--- src/rtl/disp_bcd_feeder.sv ---
// Binary-to-BCD feeder and scan clock for the right-hand 7-seg driver.
// Optional leading-zero blanking: define LEADING_ZERO_BLANK_EN.
module disp_bcd_feeder #(
  parameter int unsigned SCAN_DIV = 50000
) (
  input  logic        clk,
  input  logic        rst_n,
  input  logic [15:0] value,
  input  logic        start,
  output logic        busy,
  output logic        done,
  output logic [15:0] number,
  output logic        ovf,
  output logic [3:0]  blank,
  output logic        scan_clk
);

  typedef enum logic [1:0] {
    S_IDLE,
    S_SHIFT,
    S_FIN
  } state_t;

  localparam logic [19:0] DIV_LAST = 20'(SCAN_DIV - 1);

  state_t      state;
  logic [15:0] bin;
  logic [19:0] bcd;
  logic [19:0] bcd_adj;
  logic [4:0]  iter;
  logic [19:0] div;
  logic        ovf_nx;
  logic [15:0] num_nx;

  always_comb begin
    bcd_adj = bcd;
    for (int i = 0; i < 5; i++) begin
      if (bcd[4*i +: 4] >= 4'd5)
        bcd_adj[4*i +: 4] = bcd[4*i +: 4] + 4'd3;
    end
  end

  assign ovf_nx = |bcd[19:16];
  assign num_nx = ovf_nx ? 16'h9999 : bcd[15:0];

  always_ff @(posedge clk or negedge rst_n) begin
    if (!rst_n) begin
      state  <= S_IDLE;
      bin    <= '0;
      bcd    <= '0;
      iter   <= '0;
      busy   <= 1'b0;
      done   <= 1'b0;
      number <= '0;
      ovf    <= 1'b0;
    end else begin
      unique case (state)
        S_IDLE: begin
          done <= 1'b0;
          if (start) begin
            bin   <= value;
            bcd   <= '0;
            iter  <= '0;
            busy  <= 1'b1;
            state <= S_SHIFT;
          end
        end
        S_SHIFT: begin
          {bcd, bin} <= {bcd_adj[18:0], bin, 1'b0};
          iter <= iter + 5'd1;
          if (iter == 5'd15)
            state <= S_FIN;
        end
        S_FIN: begin
          number <= num_nx;
          ovf    <= ovf_nx;
          done   <= 1'b1;
          busy   <= 1'b0;
          state  <= S_IDLE;
        end
        default: state <= S_IDLE;
      endcase
    end
  end

`ifdef LEADING_ZERO_BLANK_EN
  logic [3:0] blank_nx;
  logic [3:0] blank_q;

  // Blank a digit only when it and every more significant digit are zero.
  always_comb begin
    blank_nx = '0;
    if (!ovf_nx) begin
      blank_nx[3] = num_nx[15:12] == 4'd0;
      blank_nx[2] = blank_nx[3] && (num_nx[11:8] == 4'd0);
      blank_nx[1] = blank_nx[2] && (num_nx[7:4] == 4'd0);
    end
  end

  always_ff @(posedge clk or negedge rst_n) begin
    if (!rst_n)
      blank_q <= '0;
    else if (state == S_FIN)
      blank_q <= blank_nx;
  end

  assign blank = blank_q;
`else
  assign blank = 4'b0000;
`endif

  always_ff @(posedge clk or negedge rst_n) begin
    if (!rst_n) begin
      div      <= '0;
      scan_clk <= 1'b0;
    end else if (div == DIV_LAST) begin
      div      <= '0;
      scan_clk <= ~scan_clk;
    end else begin
      div <= div + 20'd1;
    end
  end

endmodule
--- config.mk ---
export PLATFORM = sky130hd
export DESIGN_NAME = disp_bcd_feeder
export DESIGN_NICKNAME = d
export VERILOG_FILES = /design/src/rtl/disp_bcd_feeder.sv
export SDC_FILE = /design/constraint.sdc
export NUM_CORES = 1
export LEC_CHECK = 0
export ABC_AREA = 1
export BUFFER_PORTS_ARGS = -buffer_cell sky130_fd_sc_hd__buf_2
export CAP_MARGIN = 20
export CORE_MARGIN = 3
export CORE_UTILIZATION = 45
export CTS_CLUSTER_DIAMETER = 100
export DETAILED_ROUTE_END_ITERATION = 12
export GPL_ROUTABILITY_DRIVEN = 0
export PLACE_DENSITY_LB_ADDON = 0.15
export SKIP_CTS_REPAIR_TIMING = 1
export SYNTH_ARGS = -nofsm -noshare
export SYNTH_HDL_FRONTEND = slang
export SYNTH_SLANG_ARGS = --single-unit
--- constraint.sdc ---
create_clock -name clk -period 1.47 [get_ports clk]
set_input_delay 0.147 -clock clk [delete_from_list [all_inputs] [get_ports clk]]
set_output_delay 0.147 -clock clk [all_outputs]
set_load 0.03 [all_outputs]
# Yosys cells after proc, flatten, opt, wreduce, memory -nomap -nowiden
# Cells that the tools add are included.
# totals
regBits	83
wordCells	55
# op_classes
mux	19
addsub	7
reduce_logical	7
order_cmp	5
n_eq_ne	6
bitwise	1
# op_table
operator	count
two-way mux 20 bit	2
case mux 20 bit (2 select lines)	1
two-way mux 16 bit	2
case mux 16 bit (2 select lines)	1
adder 20 x 1 -> 20 bit (second input constant)	1
== test 20 x 16 -> 1 bit (second input constant)	1
greater-or-equal comparator 4 x 3 -> 1 bit (second input constant)	5
adder 4 x 2 -> 4 bit (second input constant)	4
two-way mux 4 bit	4
case mux 5 bit (2 select lines)	1
AND reduction 2 bit	3
adder 5 x 1 -> 5 bit (second input constant)	1
== test 5 x 4 -> 1 bit (second input constant)	1
two-way mux 5 bit	1
two-way mux 2 bit	2
inequality test 2 bit (second input constant)	2
case mux 1 bit (2 select lines)	2
case mux 2 bit (2 select lines)	1
nonzero test 2 bit	2
OR reduction 4 bit	1
adder 3 x 2 -> 3 bit (second input constant)	1
two-way mux 3 bit	1
== test 2 x 1 -> 1 bit (second input constant)	1
== test 2 bit (second input constant)	1
other kinds (3)	3

# Depth between registers and ports, before layout
# logic_depth
ltp_word	3
mapped_depth	8

# Worst setup path after synthesis
# No wires, ideal clock.
# synth_path
path_type	reg2reg
from	register div[0]
to	register div[4]
slack_ns	0.083
stages_incl_launch_ff	9
n_path_buf	0
arrival_time_ns	1.274
setup_ns	0.113
path_cell_list	dfrtp_1 -> ha_1 -> nand2_2 -> nor2_4 -> or2_2 -> o21ai_0 -> inv_1 -> nand2_1 -> inv_1
# synth_via
elab_chain_cells	2
elab_cells_between_ends	3
# synth_lines
element	line	rtl
from (decl)	31	logic [19:0] div;
from (signal assigned)	120	div <= div + 20'd1;
adder 20 x 1 -> 20 bit or == test 20 x 16 -> 1 bit (tied branches)	120, 116	
two-way mux 20 bit (*)	116	end else if (div == DIV_LAST) begin
# Every way passes the cells marked *; elsewhere a longest branch is shown, timed or not.
# A chain may end at the register's enable or synchronous reset.

# Worst setup path in the final report
# layout_path
from	register div[1]
to	register div[6]
# The elaborated chain is that of the path after synthesis.

==> impl_metrics.sql <==
INSERT INTO impl_metrics (metric_group, metric, value, unit) VALUES
('power', 'p_comb_frac', '0.396', ''),
('clock_tree', 'cts_inserted_buffers', '9', ''),
('final_layout', 'seqCellArea', '0.00208', 'mm2'),
('final_layout', 'fin_nets', '574', ''),
('floorplanning', 'die-height', '102', 'um'),
('worst_setup_path', 'worst-r2r-setup-slack', '80', 'ps'),
('sta', 'final_hold_viol_count', '0', ''),
('clock_tree', 'cts_tree', 'built', ''),
('placement', 'detailedPlacementHpwl', '6290', 'um'),
('worst_setup_path', 'critical_path_class', 'flop to flop', ''),
('global_routing', 'grt_antenna_before_repair', '0', ''),
('global_routing', 'first_global_vias', '3256', ''),
('sta', 'totalNegativeSetupSlack', '0', 'ps'),
('floorplanning', 'initial_core_util', '0.470', ''),
('global_routing', 'wire_length_of_the_first_global_routing_pass', '15200', 'um'),
('synthesis', 'synth.ff_latch_count', '83', ''),
('floorplanning', 'die_area', '0.0105', 'mm2'),
('drt', 'routed_wirelength', '8970', 'um'),
('clock_tree', 'max-clock-path-buffers', '2', ''),
('power', 'power_density', '1820', 'mW/mm2'),
('floorplanning', 'ios', '43', ''),
('synthesis', 'yosysWarningCount', '0', ''),
('worst_hold_path', 'whs_path_depth', '3', ''),
('worst_setup_path', 'timing.critical_path.cells', 'ha_2 -> nand2_4 -> inv_2 -> nand2_1 -> nor2_1 -> nand2_1 -> nor2_4 -> nor2_1', ''),
('sta', 'final_period_minus_worst_setup_slack', '1390', 'ps'),
('final_layout', 'fillers', '837', ''),
('clock_tree', 'clock_latency', '360', 'ps'),
('sta', 'setup-violations-final', '0', ''),
('drt', 'route.detailed.vias_per_inst', '5.08', ''),
('power', 'swShare', '0.394', ''),
('sta', 'clock_skew', '11.7', 'ps'),
('worst_setup_path', 'critPathCaptureType', 'flop', ''),
('final_layout', 'multiInputGateArea', '0.00178', 'mm2'),
('synthesis', 'netlist_area', '0.00418', 'mm2'),
('power', 'ir_drop', '1.03', 'mV'),
('run_status', 'run_status', 'completed', ''),
('drt', 'drt_pre_antenna_iters', '6', ''),
('clock_tree', 'clkTransAtPathRegs', '90', 'ps'),
('sta', 'timing_limited_maximum_frequency', '718', 'MHz'),
('final_layout', 'fraction_of_layout_cells_with_a_size_suffix_above_1', '0.189', ''),
('sta', 'period_utilization', '0.947', ''),
('power', 'int_power', '5.28', 'mW'),
('synthesis', 'synthCells', '487', ''),
('global_routing', 'grt_util_all_layers', '0.186', ''),
('drt', 'drtAntennaViolNets', '0', ''),
('worst_setup_path', 'worst_path_slowest_cell', 'sky130_fd_sc_hd__dfrtp_1', ''),
('drt', 'remaining_drc_errors', '0', ''),
('worst_setup_path', 'crit_path_max_fanout', '7', ''),
('worst_setup_path', 'crit_path_start_kind', 'flop', ''),
('synthesis', 'synth_cell_type_count', '30', ''),
('power', 'static-leakage-power', '2.38', 'nW'),
('power', 'netsw', '3.44', 'mW'),
('drt', 'via_total_after_detailed_routing', '3321', ''),
('placement', 'placement.io_buffers', '38', ''),
('sta', 'rsz0062_at_grt', 'true', ''),
('final_layout', 'area_growth_syn_to_layout', '14.7', '%'),
('floorplanning', 'die_w', '102', 'um'),
('worst_setup_path', 'slowest_delay', '390', 'ps'),
('power', 'share_seq_of_total_power', '0.396', ''),
('final_layout', 'antenna-diode-count', '0', ''),
('clock_tree', 'cts.sink_count', '83', ''),
('worst_hold_path', 'hold_class', 'input port to flop', ''),
('drt', 'drt_iter0_markers', '88', ''),
('placement', 'place_worst_setup_slack', '-9.95', 'ps'),
('synthesis', 'seq_area_frac_synth', '0.497', ''),
('power', 'share_clk_of_total_power', '0.209', ''),
('clock_tree', 'cts_root_buf', 'sky130_fd_sc_hd__clkbuf_8', ''),
('global_routing', 'grt_overflow_total', '0', ''),
('floorplanning', 'design.core.area', '0.00889', 'mm2'),
('worst_setup_path', 'arrival', '1630', 'ps'),
('floorplanning', 'core.rowCount', '34', ''),
('run', 'max_cap_viol_count', '0', ''),
('worst_setup_path', 'worst-r2r-cell-count', '8', ''),
('global_routing', 'grt_max_degree', '50', ''),
('drt', 'wl_per_cell', '13.7', 'um'),
('sta', 'hold_slack', '44.9', 'ps'),
('synthesis', 'post_synthesis_area_per_instance', '8.58', 'um2'),
('clock_tree', 'cts-htree-levels', '3', ''),
('sta', 'worst_slack', '77.5', 'ps'),
('sta', 'drv_slew', '0', ''),
('worst_setup_path', 'req_time_crit_path', '1710', 'ps');
==> placed cells by master (no fill, tap or decap), types with 9 or more instances in the layout <==
master,count
sky130_fd_sc_hd__nand2_1,118
sky130_fd_sc_hd__dfrtp_1,82
sky130_fd_sc_hd__inv_1,61
sky130_fd_sc_hd__nor2_1,50
sky130_fd_sc_hd__buf_2,37
sky130_fd_sc_hd__o22ai_1,23
sky130_fd_sc_hd__a21oi_1,22
sky130_fd_sc_hd__o21ai_0,19
sky130_fd_sc_hd__buf_4,16
sky130_fd_sc_hd__nand3_1,15
sky130_fd_sc_hd__ha_1,13
sky130_fd_sc_hd__xor2_1,11
sky130_fd_sc_hd__o22ai_2,9
sky130_fd_sc_hd__clkbuf_8,9
==> flip-flops by register name, summed over array words and instances (netlist names) <==
name and count:
iter 5, done 1, ovf 1, busy 1
number 16, bin 16, bcd 20, scan_clk 1
div 20, state 2
==> cells by family (layout without fill, tap and decap cells) <==
logic type | after synthesis | count (layout) | synth area share
XOR/XNOR | 14 | 14 | 0.0293
adder cells (fa/ha/maj) | 14 | 14 | 0.0419
buffers and inverters | 80 | 136 | 0.0877
other | 1 | 4 | 0.000897
AND/OR/NAND/NOR | 203 | 203 | 0.202
AO/OA/AOI/OAI | 92 | 92 | 0.141
flip-flops | 83 | 83 | 0.497
==> synthesized netlist by cell type (all sizes together) <==
master | number | share of area
dfrtp | 83 | 0.50
xor2 | 11 | 0.023
o21bai | 4 | 0.0072
or2 | 1 | 0.0015
buf | 15 | 0.029
nand2 | 123 | 0.12
inv | 65 | 0.058
nand3 | 20 | 0.025
nor2 | 56 | 0.056
ha | 14 | 0.042
o211ai | 5 | 0.0090
a21oi | 24 | 0.030
o22ai | 32 | 0.061
conb | 1 | 0.00090
xnor2 | 3 | 0.0063
a31oi | 3 | 0.0045
a22o | 1 | 0.0021
o21ai | 23 | 0.028
nand4 | 3 | 0.0045
==> metal layers <==
layer | GRT usage | vias up | wire length, um | share of wire
li1 | - | 1672 | - | -
met1 | 0.262 | 1575 | 4480 | 0.50
met2 | 0.289 | 65 | 4020 | 0.45
met3 | 0.0437 | 9 | 371 | 0.041
met4 | 0.0484 | 0 | 102 | 0.011
met5 | 0 | - | 0 | 0
==> power by group through the flow <==
stage	clock, mW	combinational [mW]	sequential [mW]
after floorplan	0	2.54	3.50
after global placement	0	3.25	3.47
after detailed placement	0	3.35	3.48
after CTS	1.86	3.38	3.44
after global routing	1.96	3.96	3.55
final	1.82	3.45	3.45
==> through the flow <==
stage,cells,area [um2],util,total power [mW]
final,654,4790,0.539,8.72
after global routing,654,4790,0.539,9.46
after CTS,651,4730,0.532,8.68
after detailed placement,635,4510,0.508,6.83
after global placement,635,4510,0.508,6.71
after floorplan,490,4190,-,6.04
==> final timing paths <==
path,from,endpoint
min in group asynchronous,rst_n,div[11]
worst min register to register,number[6],number[6]
max in group asynchronous,rst_n,busy
worst max-delay path,div[1],div[6]
worst min-delay path,value[0],bin[0]
worst max register to register,div[1],div[6]
==> critical path, delay by kind of cell (launching register included) <==
family,cells,cell delay [ps]
simple gates,6,590
buf+inv,1,60
fa+ha+maj,1,230
flops,1,390
==> layout make-up <==
cell class / count / area share
Sequential cell: 83 / 0.433
Multi-Input combinational cell: 327 / 0.372
Timing Repair Buffer: 55 / 0.0699
Inverter: 65 / 0.0509
Tap cell: 108 / 0.0282
Clock buffer: 10 / 0.0266
Clock inverter: 6 / 0.0188
Power figures use the tool's default switching activity.
